==> config.mk <==
export PLATFORM = sky130hd
export DESIGN_NAME = serializer
export DESIGN_NICKNAME = d
export VERILOG_FILES = /design/src/rtl/serializer.sv
export SDC_FILE = /design/constraint.sdc
export NUM_CORES = 1
export LEC_CHECK = 0
export ABC_AREA = 1
export CAP_MARGIN = 10
export CORE_AREA = 3 3 40 42
export DETAILED_ROUTE_END_ITERATION = 8
export DIE_AREA = 0 0 43 45
export GPL_TIMING_DRIVEN = 0
export PLACE_DENSITY = 0.64
export SLEW_MARGIN = 20
export SYNTH_ARGS = -nofsm -noshare
export SYNTH_HDL_FRONTEND = slang
export SYNTH_SLANG_ARGS = --single-unit
==> constraint.sdc <==
create_clock -name clk_i -period 2.6 [get_ports clk_i]
set_input_delay 0.26 -clock clk_i [delete_from_list [all_inputs] [get_ports clk_i]]
set_output_delay 0.26 -clock clk_i [all_outputs]
set_load 0.005 [all_outputs]
==> src/rtl/serializer.sv <==
// Parallel-in, serial-out stage feeding a serial-in shift register.
// A word is taken on a valid/ready handshake and emitted one bit per enable strobe.
module serializer #(
  parameter int unsigned width_p     = 5,
  parameter bit          msb_first_p = 1'b1
) (
  input  logic               clk_i,
  input  logic               reset_ni,
  input  logic [width_p-1:0] data_i,
  input  logic               valid_i,
  output logic               ready_o,
  input  logic               ready_i,
  output logic               data_o,
  output logic               enable_o,
  output logic               last_o
);

  localparam int unsigned    CntW    = (width_p > 1) ? $clog2(width_p) : 1;
  localparam logic [CntW-1:0] LastCnt = CntW'(width_p - 1);

  typedef enum logic [0:0] {StIdle, StShift} state_e;

  state_e              state_q, state_d;
  logic [width_p-1:0]  word_q, word_d;
  logic [CntW-1:0]     cnt_q, cnt_d;
  logic                in_shift, last, xfer, accept;

  always_comb begin
    in_shift = (state_q == StShift);
    last     = in_shift && (cnt_q == LastCnt);
    xfer     = in_shift && ready_i;
    // ready_i feeds ready_o combinationally so back-to-back words have no bubble.
    ready_o  = (state_q == StIdle) || (last && ready_i);
    accept   = valid_i && ready_o;
    enable_o = xfer;
    last_o   = last;
    data_o   = 1'b0;
    if (in_shift) begin
      if (msb_first_p) begin
        data_o = word_q[width_p-1];
      end else begin
        data_o = word_q[0];
      end
    end
  end

  always_comb begin
    state_d = state_q;
    word_d  = word_q;
    cnt_d   = cnt_q;
    if (accept) begin
      state_d = StShift;
      word_d  = data_i;
      cnt_d   = '0;
    end else if (xfer) begin
      if (msb_first_p) begin
        word_d = {word_q[width_p-2:0], 1'b0};
      end else begin
        word_d = {1'b0, word_q[width_p-1:1]};
      end
      cnt_d = cnt_q + CntW'(1);
      if (last) begin
        state_d = StIdle;
      end
    end
  end

  always_ff @(posedge clk_i or negedge reset_ni) begin
    if (!reset_ni) begin
      state_q <= StIdle;
      word_q  <= '0;
      cnt_q   <= '0;
    end else begin
      state_q <= state_d;
      word_q  <= word_d;
      cnt_q   <= cnt_d;
    end
  end

endmodule

==> flow_summary.ini <==
[placement]
place.detailed.hpwl_um = 743.6
io_buffers = 12
routabilityCongestion = 0.7451

[cts]
holdBufCountCts = 0
clkLatencyLatePin_ps = 260
clock_sinks = 9
cts-htree-levels = 1
cts-buffers-inserted = 3
clk_pin_slew_worst_paths_ps = 70
cts.root.buffer_cell = sky130_fd_sc_hd__clkbuf_4
cts_max_path_buffers = 2
clock_tree_from_tritoncts = built
cts_setup_buffers = 0
cts.repair.resized = 0

[layout]
num_antenna_cells = 0
num-nets-final = 92
post_route_cells_drive_above_1_share = 0.1000
regArea_sq_um = 225.2
area_delta_synth_final_pct = 33.59
fillers = 127
multi_input_area_sq_um = 202.7

[critical_path]
cp_data_required_time_ps = 2340
cp_data_arrival_time_ps = 1680
timing.critical_path.fanout_max = 8
crit_type = reg2out
endpoint_kind = primary output
worstSetupStartpointType = flip-flop

[detailed_routing]
avgRoutedWirePerCell_um = 10.52
drt_iter0_markers = 6
detail-route-antenna-nets = 0
wirelength_um = 999
post-route-drc-count = 0
detailedRoute.firstPassIterationCount = 4
routed_via_density = 4.663
vias = 443

[yosys]
synth_enable_flop_cells = 0
post_synth_and_or_nand_nor_area_fraction = 0.2952
synth.lib_cells_used.distinct = 13
postSynthCellCount = 64
synth_top_family_by_area = simple AND/OR/NAND/NOR gates
synth.cells.most_frequent = sky130_fd_sc_hd__nand2_1 (17), sky130_fd_sc_hd__inv_1 (13), sky130_fd_sc_hd__nand3_1 (13)
commonest_register_cell_after_synthesis = sky130_fd_sc_hd__dfrtp_1
post-synth-top-area-fraction = 0.4580
async_flop_share = 1.000
synth_sequential_area_ratio = 0.4580
synthesis.yosys.warnings = 0
yosysMostFrequentCell = sky130_fd_sc_hd__nand2_1
synth-compound-area-share = 0.06616
mappedNetlistNets = 75
ys_top_cells_by_area = sky130_fd_sc_hd__dfrtp_1 (46%), sky130_fd_sc_hd__nand3_1 (13%), sky130_fd_sc_hd__nand2_1 (13%)
synth.mux.area_fraction = 0
synth_xor_area_frac = 0
post_synth.cell_area_avg_sq_um = 7.683
post_synthesis_share_of_cell_area_spent_on_full_adders_half_adders_and_majority_gates = 0.05089
synth.cell_area_sq_um = 491.7
ys_ff_latch = 9
synthDominantAreaCellType = sky130_fd_sc_hd__dfrtp_1

[hold_path]
min_path_type = in2async

[sta]
timing.hold.ws_ps = 301.1
final_min_period_over_clock_period = 0.7449
clock_skew_after_layout_ps = 1.028
drv_slew = 0
worst_slew_margin_rel = 0.7117
fin_setup_tns_ps = 0
setup_viol_count_final = 0
finalHoldViolCount = 0
grt_setup_unrepaired = no
layout_min_cycle_time_ps = 1937
timing.fmax_ghz = 0.5163
worst-slew-pin-transition_ps = 431.1

[grt]
grt_util_all_layers = 0.1102
initial_antenna_violation_count = 0
grt_start_max_net_pins = 11
grt_pass1_wl_um = 1573
globalRouteOverflowTotal = 0
grt_pass1_vias = 389

[job]
cap_violations = 0

[floorplan]
die_x_um = 43
floorplan_core_area_sq_um = 1285
design.die.area_sq_um = 1935
num_io_pins = 13
placementRows = 13
floorplan.initialDensity = 0.3827
die-height_um = 45

[power_and_ir_drop]
power.ir.vdd_worst_mv = 0.4525
power_per_cell_area_nw_per_um2 = 917.9
p_leak_nw = 0.3573

[outcome]
status = finished, final reports clean
[report_power, final]
| group | total, mW | internal, mW | switching, mW |
|---|---|---|---|
| clock network | 0.112 | 0.0593 | 0.0532 |
| logic | 0.252 | 0.124 | 0.128 |
| registers | 0.239 | 0.200 | 0.0382 |
| total | 0.603 | 0.383 | 0.220 |
[path summary, 6_finish.rpt]
kind | startpoint | end | slack (ps) | cells after the start
setup / recovery | cnt_q[0]$_DFFE_PN0P_ | ready_o | 660 | 5
hold / removal | reset_ni | in_shift$_DFFE_PN0P_ | 300 | 1
setup reg to reg | cnt_q[0]$_DFFE_PN0P_ | cnt_q[1]$_DFFE_PN0P_ | 1190 | 7
hold reg to reg | word_q[3]$_DFFE_PN0P_ | word_q[3]$_DFFE_PN0P_ | 480 | 2
max in group asynchronous | reset_ni | word_q[3]$_DFFE_PN0P_ | 2000 | 1
min in group clk_i | word_q[3]$_DFFE_PN0P_ | word_q[3]$_DFFE_PN0P_ | 480 | 2
[worst max-delay path, cell delays in order (launching register included)]
cell and delay (ps):
sky130_fd_sc_hd__dfrtp_1 380, sky130_fd_sc_hd__inv_1 100, sky130_fd_sc_hd__ha_1 170, sky130_fd_sc_hd__nand3_1 90, sky130_fd_sc_hd__nand2_2 150, sky130_fd_sc_hd__clkdlybuf4s50_1 520
[stage by stage]
step,area (sq um),instances,utilization,setup WS (ps),power [mW]
finish,656.9,95,0.5112,663.2,0.6030
detailed placement,630.6,91,0.4908,832.3,0.4954
CTS,656.9,95,0.5112,656.0,0.6079
global placement,630.6,91,0.4908,831.8,0.4887
global route,656.9,95,0.5112,559.7,0.6491
floorplan,491.7,64,-,1392,0.3955
[routing by layer]
metal,global-route usage,routed length (um)
met5,0,0
met4,0.07229,14
met3,0.02390,47
met2,0.1527,438
met1,0.1538,498
[sequential cells by signal, summed over array words and instances, names as in the netlist]
| signal | count |
|---|---|
| cnt_q | 3 |
| in_shift | 1 |
| word_q | 5 |
[area by class of cell]
class,instances,share of cell area
flip-flops and latches,9,0.3429
well taps,15,0.02857
inverters,14,0.08000
multi-input cells,40,0.3086
clock buffers,4,0.04000
plain buffers,1,0.01714
repair buffers,12,0.1829
[cell usage in the layout (no fill, tap or decap), drive strengths merged]
cell,n
nand2,18
o21ai,4
dfrtp,9
nor2,1
inv,14
ha,2
a21oi,1
buf,1
clkbuf,4
and3,1
clkdlybuf4s50,12
nand3,13
[cell families after synthesis]
kind of cell,after synthesis
simple gates,33
buf+inv,15
flops,9
compound gates,5
fa+ha+maj,2
No activity file was read; power rests on OpenSTA's default activity.
==> edit (same settings) <==
`width_p`: 5 -> 4.
--- a/src/rtl/serializer.sv
+++ b/src/rtl/serializer.sv
@@ -1,7 +1,7 @@
 // Parallel-in, serial-out stage feeding a serial-in shift register.
 // A word is taken on a valid/ready handshake and emitted one bit per enable strobe.
 module serializer #(
-  parameter int unsigned width_p     = 5,
+  parameter int unsigned width_p     = 4,
   parameter bit          msb_first_p = 1'b1
 ) (
   input  logic               clk_i,
Ports: changed (resized data_i); port bits go from 13 to 12. The function was not compared with the original's and may differ.
==> edit against the unedited design <==
Worst setup slack improved by 0.15 ns; core utilization down 9.3 points; synthesized area decreased by 22%; count of clock-buffer cells in the layout stayed put; total power shrank 23%; critical endpoint unchanged; clock power fell by 13%; design area decreased by 18%; combinational power decreased by 25%; register-to-register slack improved by 0.18 ns; maximum frequency increased by 8.2%; sequential cell count down 2; wire length is 26% lower.
==> edit: results (changes against the unedited design) <==
[logic_synthesis]
synthTopCellsByCount=17 x nand2_1, 9 x inv_1, 8 x nand3_1, 7 x dfrtp_1, 3 x nand2_2
synth.distinct_cells=10  ; -3
synth_fp_nets=59  ; -21%
syn_inst=50  ; -22%
ys_seq_area_share_pct=45.9  ; +0.10 points

[drt]
wl_met3_um=68  ; +45%
drtIter0Drc=1  ; -5
wl_per_cell_um=9.25  ; -12%
dr_wl_met2_um=319  ; -27%
drtPass1Iterations=2  ; -2
drt-met1-wl_um=337  ; -32%

[placed_design]
portBuffers=11  ; -1
place_congestion=0.759  ; +1.8%

[pwr]
p_leak_nw=0.289  ; -19%

[global_route]
grt_pass1_wl_um=1380  ; -12%
grt_max_degree=8  ; -3
grt_usage_pct=10.2  ; -0.85 points

[run_status]
status=finished, final reports clean

[final_layout]
nets=75  ; -18%
final_cells=80  ; -16%

[critical_path]
critPathArrivalTime_ns=1.53  ; -0.15 ns
cp_max_fo=7  ; -1
r2r-end=word_q[1]

[timing]
whs_ns=0.266  ; -0.0352 ns
finClkSkew_ns=0.00410  ; +0.00308 ns

[clock_tree]
path_clk_slew_ns=0.05  ; -0.02 ns

edit: area by class of cell:
cell class | instances | area (um2)
clock buffers | 4 | 26.3
repair buffers | 11 | 110
fillers | 138 | 748
multi-input cells | 32 | 165
flip-flops and latches | 7 | 175
inverters | 11 | 41.3
well taps | 15 | 18.8
edit: logic make-up after synthesis:
family                   count (synthesis)  synth area share (%)
AND/OR/NAND/NOR                         28                  32.1
buffers and inverters                   11                  10.8
flip-flops                               7                  45.9
AO/OA/AOI/OAI                            3                  7.87
adder cells (fa/ha/maj)                  1                  3.28
edit: critical path, stage by stage (launching register included):
cell and delay (ns):
dfrtp_1 0.38, ha_1 0.19, nand2_1 0.07, nand2_2 0.12, clkdlybuf4s50_1 0.52
edit: how the worst max path moves through the flow:
| stage | startpoint | to | slack [ns] | cells past startpoint |
|---|---|---|---|---|
| finish | cnt_q[0] | ready_o | 0.81 | 4 |
| global route | cnt_q[0] | ready_o | 0.73 | 4 |
| CTS | cnt_q[0] | ready_o | 0.79 | 4 |
| detailed placement | ready_i | ready_o | 0.87 | 4 |
| global placement | ready_i | ready_o | 0.87 | 4 |
| floorplan | cnt_q[0] | word_q[1] | 1.48 | 7 |
edit: power breakdown:
part | internal [mW] | switching [mW] | total (mW)
registers | 0.152 | 0.0292 | 0.181
clock network | 0.0585 | 0.0385 | 0.0969
logic | 0.0963 | 0.0924 | 0.189
total | 0.307 | 0.160 | 0.467
edit: per-layer routing:
layer | vias to the layer above | track usage, %
met5 | - | 0
met4 | 0 | 5.42
met3 | 3 | 5.98
met2 | 12 | 14.4
met1 | 145 | 12.1
li1 | 185 | -
